==> config.mk <==
export PLATFORM = sky130hd
export DESIGN_NAME = sysreg_sr1_file
export DESIGN_NICKNAME = d
export VERILOG_FILES = /design/src/rtl/sysreg_sr1_file.sv
export SDC_FILE = /design/constraint.sdc
export NUM_CORES = 1
export LEC_CHECK = 0
export CELL_PAD_IN_SITES_DETAIL_PLACEMENT = 1
export CELL_PAD_IN_SITES_GLOBAL_PLACEMENT = 2
export CORE_ASPECT_RATIO = 0.9
export CORE_MARGIN = 2
export CORE_UTILIZATION = 32
export DETAILED_ROUTE_END_ITERATION = 12
export PLACE_DENSITY_LB_ADDON = 0.3
export SLEW_MARGIN = 15
export SYNTH_ARGS = -nofsm -noshare
export SYNTH_HDL_FRONTEND = slang
export SYNTH_SLANG_ARGS = --single-unit
==> constraint.sdc <==
create_clock -name iCLOCK -period 2.36 [get_ports iCLOCK]
set_input_delay 0.472 -clock iCLOCK [delete_from_list [all_inputs] [get_ports iCLOCK]]
set_output_delay 0.472 -clock iCLOCK [all_outputs]
set_load 0.05 [all_outputs]
==> src/rtl/sysreg_sr1_file.sv <==
// sysreg_sr1_file
//   Architectural system register SR1 and its interrupt shadow PSR1.
//   Writes that change MMUMOD go through a flush handshake first:
//   IDLE -> FLUSH (wait for iFLUSH_ACK) -> COMMIT -> IDLE.
//   SR1 field map: MMUMOD=[1:0], IM=[2], CMOD=[6:5].
//   Optional feature macro: SYSREG_WRITE_COUNT_EN adds the oWRITE_COUNT
//   committed-writeback counter. When the macro is undefined, the port and
//   the counter logic are both absent.
module sysreg_sr1_file #(
  parameter logic [31:0] P_SR1_INIT    = 32'h0000_0000,
  parameter logic [1:0]  P_KERNEL_CMOD = 2'b00
) (
  input  logic        iCLOCK,
  input  logic        inRESET,
  input  logic        iRESET_SYNC,
  input  logic        iWB_VALID,
  input  logic [31:0] iWB_DATA,
  output logic        oWB_BUSY,
  input  logic        iIRQ_ENTRY,
  input  logic        iIRET,
  output logic        oFLUSH_REQ,
  input  logic        iFLUSH_ACK,
  output logic [31:0] oSR1,
  output logic [1:0]  oSR1_MMUMOD,
  output logic        oSR1_IM,
  output logic [1:0]  oSR1_CMOD,
  output logic [31:0] oPSR1
`ifdef SYSREG_WRITE_COUNT_EN
  ,
  output logic [15:0] oWRITE_COUNT
`endif
);

  typedef enum logic [1:0] {
    S_IDLE   = 2'd0,
    S_FLUSH  = 2'd1,
    S_COMMIT = 2'd2
  } state_t;

  state_t      state;
  logic [31:0] sr1;
  logic [31:0] psr1;
  logic [31:0] pending;

  // SR1 as it looks after interrupt entry: IM cleared, CMOD forced to kernel,
  // MMUMOD and every other bit kept.
  function automatic logic [31:0] irq_entry_value(input logic [31:0] v);
    logic [31:0] r;
    r      = v;
    r[2]   = 1'b0;
    r[6:5] = P_KERNEL_CMOD;
    return r;
  endfunction

  // Candidate values in IDLE. IRET restores PSR1 and a writeback takes the
  // supplied word. Either one commits directly only if MMUMOD is unchanged.
  logic iret_same;
  logic wb_same;
  assign iret_same = (psr1[1:0] == sr1[1:0]);
  assign wb_same   = (iWB_DATA[1:0] == sr1[1:0]);

  // Register, shadow and flush sequencer, prioritised IRQ > IRET > WB in IDLE.
  // NOTE: the async clear and the sync clear load identical values; the sync
  // one is just the first branch under the clock, not a second reset net.
  always_ff @(posedge iCLOCK or negedge inRESET) begin
    if (!inRESET) begin
      state   <= S_IDLE;
      sr1     <= P_SR1_INIT;
      psr1    <= '0;
      pending <= '0;
    end else if (iRESET_SYNC) begin
      state   <= S_IDLE;
      sr1     <= P_SR1_INIT;
      psr1    <= '0;
      pending <= '0;
    end else begin
      // NOTE: non-blocking assignments here let psr1 capture the old sr1
      // while sr1 takes its new value on the same edge.
      unique case (state)
        S_IDLE: begin
          if (iIRQ_ENTRY) begin
            psr1 <= sr1;
            sr1  <= irq_entry_value(sr1);
          end else if (iIRET) begin
            if (iret_same) begin
              sr1 <= psr1;
            end else begin
              pending <= psr1;
              state   <= S_FLUSH;
            end
          end else if (iWB_VALID) begin
            if (wb_same) begin
              sr1 <= iWB_DATA;
            end else begin
              pending <= iWB_DATA;
              state   <= S_FLUSH;
            end
          end
        end
        S_FLUSH: begin
          if (iIRQ_ENTRY) begin
            psr1  <= sr1;
            sr1   <= irq_entry_value(sr1);
            state <= S_IDLE;
          end else if (iFLUSH_ACK) begin
            state <= S_COMMIT;
          end
        end
        S_COMMIT: begin
          sr1   <= pending;
          state <= S_IDLE;
        end
        default: state <= S_IDLE;
      endcase
    end
  end

`ifdef SYSREG_WRITE_COUNT_EN
  logic        pending_wb;
  logic [15:0] write_count;
  logic        wb_direct;

  assign wb_direct = (state == S_IDLE) && !iIRQ_ENTRY && !iIRET && iWB_VALID && wb_same;

  // Counts SR1 updates sourced from writeback, on both the direct and flush paths.
  always_ff @(posedge iCLOCK or negedge inRESET) begin
    if (!inRESET) begin
      pending_wb  <= 1'b0;
      write_count <= '0;
    end else if (iRESET_SYNC) begin
      pending_wb  <= 1'b0;
      write_count <= '0;
    end else begin
      if (state == S_IDLE) begin
        pending_wb <= !iIRQ_ENTRY && !iIRET;
      end
      if (wb_direct || ((state == S_COMMIT) && pending_wb)) begin
        write_count <= write_count + 16'd1;
      end
    end
  end

  assign oWRITE_COUNT = write_count;
`endif

  assign oWB_BUSY    = (state != S_IDLE);
  assign oFLUSH_REQ  = (state == S_FLUSH);
  assign oSR1        = sr1;
  assign oSR1_MMUMOD = sr1[1:0];
  assign oSR1_IM     = sr1[2];
  assign oSR1_CMOD   = sr1[6:5];
  assign oPSR1       = psr1;

endmodule

### Word level (Yosys, flattened, before mapping)

Cells that the tools add are included.

| cells by class | value |
|---|---|
| eq/ne operators | 19 |
| multiplexer cells | 27 |
| reductions and logical operators | 14 |

Operators by type and width:

| kind | count |
|---|---|
| $mux 32 | 16 |
| $pmux 32 s3 | 1 |
| $ne 4x4->1 const B | 5 |
| $mux 2 | 8 |
| $ne 5x5->1 const B | 3 |
| $reduce_and 5->1 | 3 |
| $ne 3x3->1 const B | 4 |
| $reduce_bool 2->1 | 4 |
| $mux 7 | 1 |
| $reduce_and 6->1 | 1 |
| $reduce_bool 3->1 | 2 |
| $eq 2x2->1 | 2 |
| $ne 2x2->1 const B | 2 |
| $ne 4x3->1 const B | 1 |
| $pmux 2 s2 | 1 |
| $reduce_bool 4->1 | 1 |
| $eq 2x1->1 const B | 1 |
| $eq 2x2->1 const B | 1 |
| $logic_not 2->1 | 1 |
| $reduce_and 2->1 | 1 |
| $reduce_or 2->1 | 1 |

| word-level totals | value |
|---|---|
| bits in registers | 98 |
| output and inout bits | 71 |
| logic and storage cells | 65 |

### Longest topological paths before layout

| depth | value |
|---|---|
| depth in word-level cells | 7 |
| depth in mapped cells | 8 |
| mapped depth without buffers | 6 |

### Least setup slack after synthesis

OpenSTA, ideal clock, no wires.

| timing | value |
|---|---|
| path type | reg2reg |
| from | register sr1[0], in the netlist oSR1[0] |
| to | register pending[22] |
| arrival time | 2.018 ns |
| slack | 0.217 ns |
| cell stages (with the launch flop) | 6 |
| clock period less this slack | 2.143 ns |
| path through | dfrtp_1 > xor2_1 > o21a_1 > o21bai_1 > buf_2 > mux2_2 |

| on the way | value |
|---|---|
| word-level cells in the longest chain between the ends | 3 |
| elaborated cells on any way between the ends | 5 |
| those cells by class | 4 x eq/ne; 1 x reduce/logical |

RTL lines:

| item | RTL line | source |
|---|---|---|
| start: declaration | 41 | `logic [31:0] sr1;` |
| start signal: assignment | 83 | `sr1 <= irq_entry_value(sr1);` |
| start signal: assignment | 86 | `sr1 <= psr1;` |
| start signal: assignment | 93 | `sr1 <= iWB_DATA;` |
| $eq 2x2->1 (on tied branches) | 59, 60 |  |
| $ne 3x3->1 (no source line) | - |  |
| $reduce_and 5->1 (no source line) * | - |  |
| end signal: assignment | 88 | `pending <= psr1;` |
| end signal: assignment | 95 | `pending <= iWB_DATA;` |
| end: declaration | 43 | `logic [31:0] pending;` |

Every way passes the cells marked *; elsewhere a longest branch is shown, timed or not.
A chain may end at the register's enable or synchronous reset.

### Final worst setup path

| timing | value |
|---|---|
| from | register sr1[1], in the netlist oSR1[1] |
| to | output oSR1_MMUMOD[1] |

RTL lines:

| item | RTL line | source |
|---|---|---|
| end: declaration | 24 | `output logic [1:0] oSR1_MMUMOD,` |

No word-level cell between the ends.

==> impl_metrics.csv <==
group,metric,value,unit
outcome,status,"finished clean",
clocking,cts_buffers,9,
placed_design,dpl.hpwl,10610,microns
placed_design,placed_area,6518,sq um
timing,period_share,0.9452,
final_layout,area_delta_synth_final,32.84,%
critical_path,end_kind,"primary output",
final_layout,final_nets,622,
final_layout,fin_util,0.4388,
clocking,root_buffer,"clkbuf_16",
synth,synth_edf_count,0,
synth,syn_inst,481,
timing,tightest_slew,0.6779,ns
route,via_count,4163,
critical_path,worst-path-buf-inv,1,
clocking,clkLatencyLatePin,0.35,ns
floorplanning,io_pins,110,
final_layout,fill_cells,1670,
clocking,path_clk_slew,0.07,ns
route,initialDrtViolationCount,200,
floorplanning,start_util,0.3303,
power,power_density,1204,nW/um^2
timing,worst_hold_slack,0.05842,ns
global_routing,grt_pass1_vias,4433,
critical_path,cp.required,1.89,ns
route,finalWirelength,15630,microns
synth,ys_top_cells_by_count,"dfrtp_1 (98), nor2_1 (64), a211oi_1 (54)",
timing,rsz0062_at_grt,"false",
final_layout,final_cells,785,
placed_design,place_congestion,0.7627,
synth,yosysTopAreaCell,"dfrtp_1",
clocking,clk_path_buf_depth,2,
global_routing,grt_max_degree,43,
critical_path,crit_arrival,1.76,ns
hold_path,min_path_type,"input port to asynchronous set/reset pin",
final_layout,drive_above_1_share,0.1664,
critical_path,critical_path_depth,1,
synth,synthesis.nets,523,
timing,min_period,2.231,ns
route,wl_per_cell,19.91,microns
floorplanning,floorplan.rows,43,
critical_path,path_class,"flop to primary output",
global_routing,grt_antenna_before_repair,0,
critical_path,path_cells,"clkdlybuf4s50_1",
synth,syn_area,5136,sq um
synth,synth_top_area_frac,0.4775,
critical_path,slowest_delay,0.87,ns
placed_design,io_buffer_count,109,
floorplanning,dieArea,17080,sq um
timing,clock.fmax,448.3,MHz
placed_design,dp.cells,770,
timing,finalSetupViolCount,0,
floorplanning,die_h,124.2,microns
critical_path,crit_path_max_fanout,6,
final_layout,design_area,6823,sq um
timing,slew_violations,0,
clocking,htreeDepth,3,
timing,max_slew_margin,0.5470,
route,viasPerCell,5.303,
critical_path,crit_start,"oSR1[1]$_DFFE_PN0P_",
synth,synth_area_per_cell,10.68,sq um
critical_path,cp_slowest_cell,"clkdlybuf4s50_1",
synth,async_reset_ff_frac,1.000,
clocking,postCtsSetupRepairBufs,0,
floorplanning,fp.dieW,137.5,microns
timing,finalHoldViolations,0,
critical_path,worstReg2RegStart,"state[0]$_DFFE_PN0P_",
synth,synth_flop_cell,"dfrtp_1",
timing,fin_worst_skew,0.008455,ns
route,post-route-drc-count,0,
global_routing,track_usage,0.1892,
power,p_leak,0.002956,uW
critical_path,critPathLaunchType,"flop",
final_layout,diodes,0,
clocking,tritoncts,"built",
synth,yosysMostFrequentCell,"dfrtp_1",
global_routing,grt_remaining_overflow,0,
flow_run,cap_violations,0,
synth,yosysWarnings,0,
clocking,cts.sinks,98,
synth,ys_seq_area_frac,0.4775,
route,ant_nets,0,
critical_path,worst-r2r-cell-count,7,
route,firstDrtPassIters,5,
floorplanning,core,15550,sq um
synth,synth_area_leaders,"dfrtp_1 (48%), a211oi_1 (7.9%), mux2_2 (7.0%), mux2i_1 (6.2%), a22o_1 (5.5%)",
synth,yosysUniqueCellTypes,39,
power,ir_drop,0.0006005,V
synth,synth-seq-cells,98,
global_routing,grt_pass1_wl,24680,microns
critical_path,crit_family,"buffers and inverters",
-- worst paths after layout --
check | to | slack [ns]
max in group asynchronous | oPSR1[22]$_DFFE_PN0P_ | 1.66
max | oSR1_MMUMOD[1] | 0.13
min reg2reg | oPSR1[22]$_DFFE_PN0P_ | 0.53
max reg2reg | oSR1[19]$_DFFE_PN0P_ | 0.28
min in group iCLOCK | oPSR1[22]$_DFFE_PN0P_ | 0.53
min | state[1]$_DFFE_PN0P_ | 0.06
-- power by group --
part	total [uW]	switching (uW)	internal, uW
combinational	4230	2690	1540
clock	1510	640	869
sequential	2480	416	2060
total	8210	3750	4470
-- cell usage in the layout, fill, tap and decap left out, types with 28 or more instances in the layout --
cell type | synthesis | layout
nor2b_1 | 32 | 32
dfrtp_1 | 98 | 98
a21oi_1 | 28 | 28
nor2_1 | 64 | 62
mux2i_1 | 32 | 32
clkdlybuf4s50_1 | 0 | 104
a211oi_1 | 54 | 54
buf_4 | 7 | 28
mux2_2 | 32 | 32
a22o_1 | 32 | 32
-- per-stage QoR --
stage          setup slack (ns)  setup TNS, ns  power [uW]
2_1_floorplan            0.2174              0        5237
3_3_place_gp          0.0008069              0        6647
3_5_place_dp           -0.09781         -1.361        6727
4_1_cts                 0.09400              0        8287
5_1_grt                 0.08379              0        8656
6_report                 0.1293              0        8214
-- final cells by class --
type | count | area [sq um] | area share
multi-input cells | 326 | 2441 | 0.3578
inverters | 7 | 26.28 | 0.003851
flip-flops and latches | 98 | 2452 | 0.3594
repair buffers | 138 | 1356 | 0.1988
clock inverters | 2 | 37.54 | 0.005502
well taps | 202 | 252.7 | 0.03704
clock buffers | 12 | 256.5 | 0.03759
-- kinds of logic (layout without fill, tap and decap cells) --
| family | after synthesis | after routing | share of synthesized area |
|---|---|---|---|
| buf+inv | 58 | 159 | 0.05457 |
| flops | 98 | 98 | 0.4775 |
| xor+xnor | 4 | 4 | 0.006822 |
| simple gates | 113 | 114 | 0.1065 |
| mux | 64 | 64 | 0.1325 |
| fa+ha+maj | 3 | 3 | 0.007309 |
| compound gates | 141 | 141 | 0.2149 |
-- per-layer routing --
metal | wire length, microns | vias to the layer above | share of wire | global-route usage
li1 | - | 1933 | - | -
met1 | 7624 | 2126 | 0.49 | 0.2618
met2 | 7190 | 89 | 0.46 | 0.3063
met3 | 628 | 15 | 0.040 | 0.03663
met4 | 182 | 0 | 0.012 | 0.04510
met5 | 0 | - | 0 | 0
-- registers in the layout, summed over array words and instances (netlist names) --
name,count
oSR1,32
state,2
oPSR1,32
pending,32
-- repair_timing --
action	CTS	global route
setup endpoints to repair	0	25
hold buffers	0	0
hold endpoints to repair	0	0
resized for setup	0	1
Note: power is estimated with default switching activity, not from simulation.
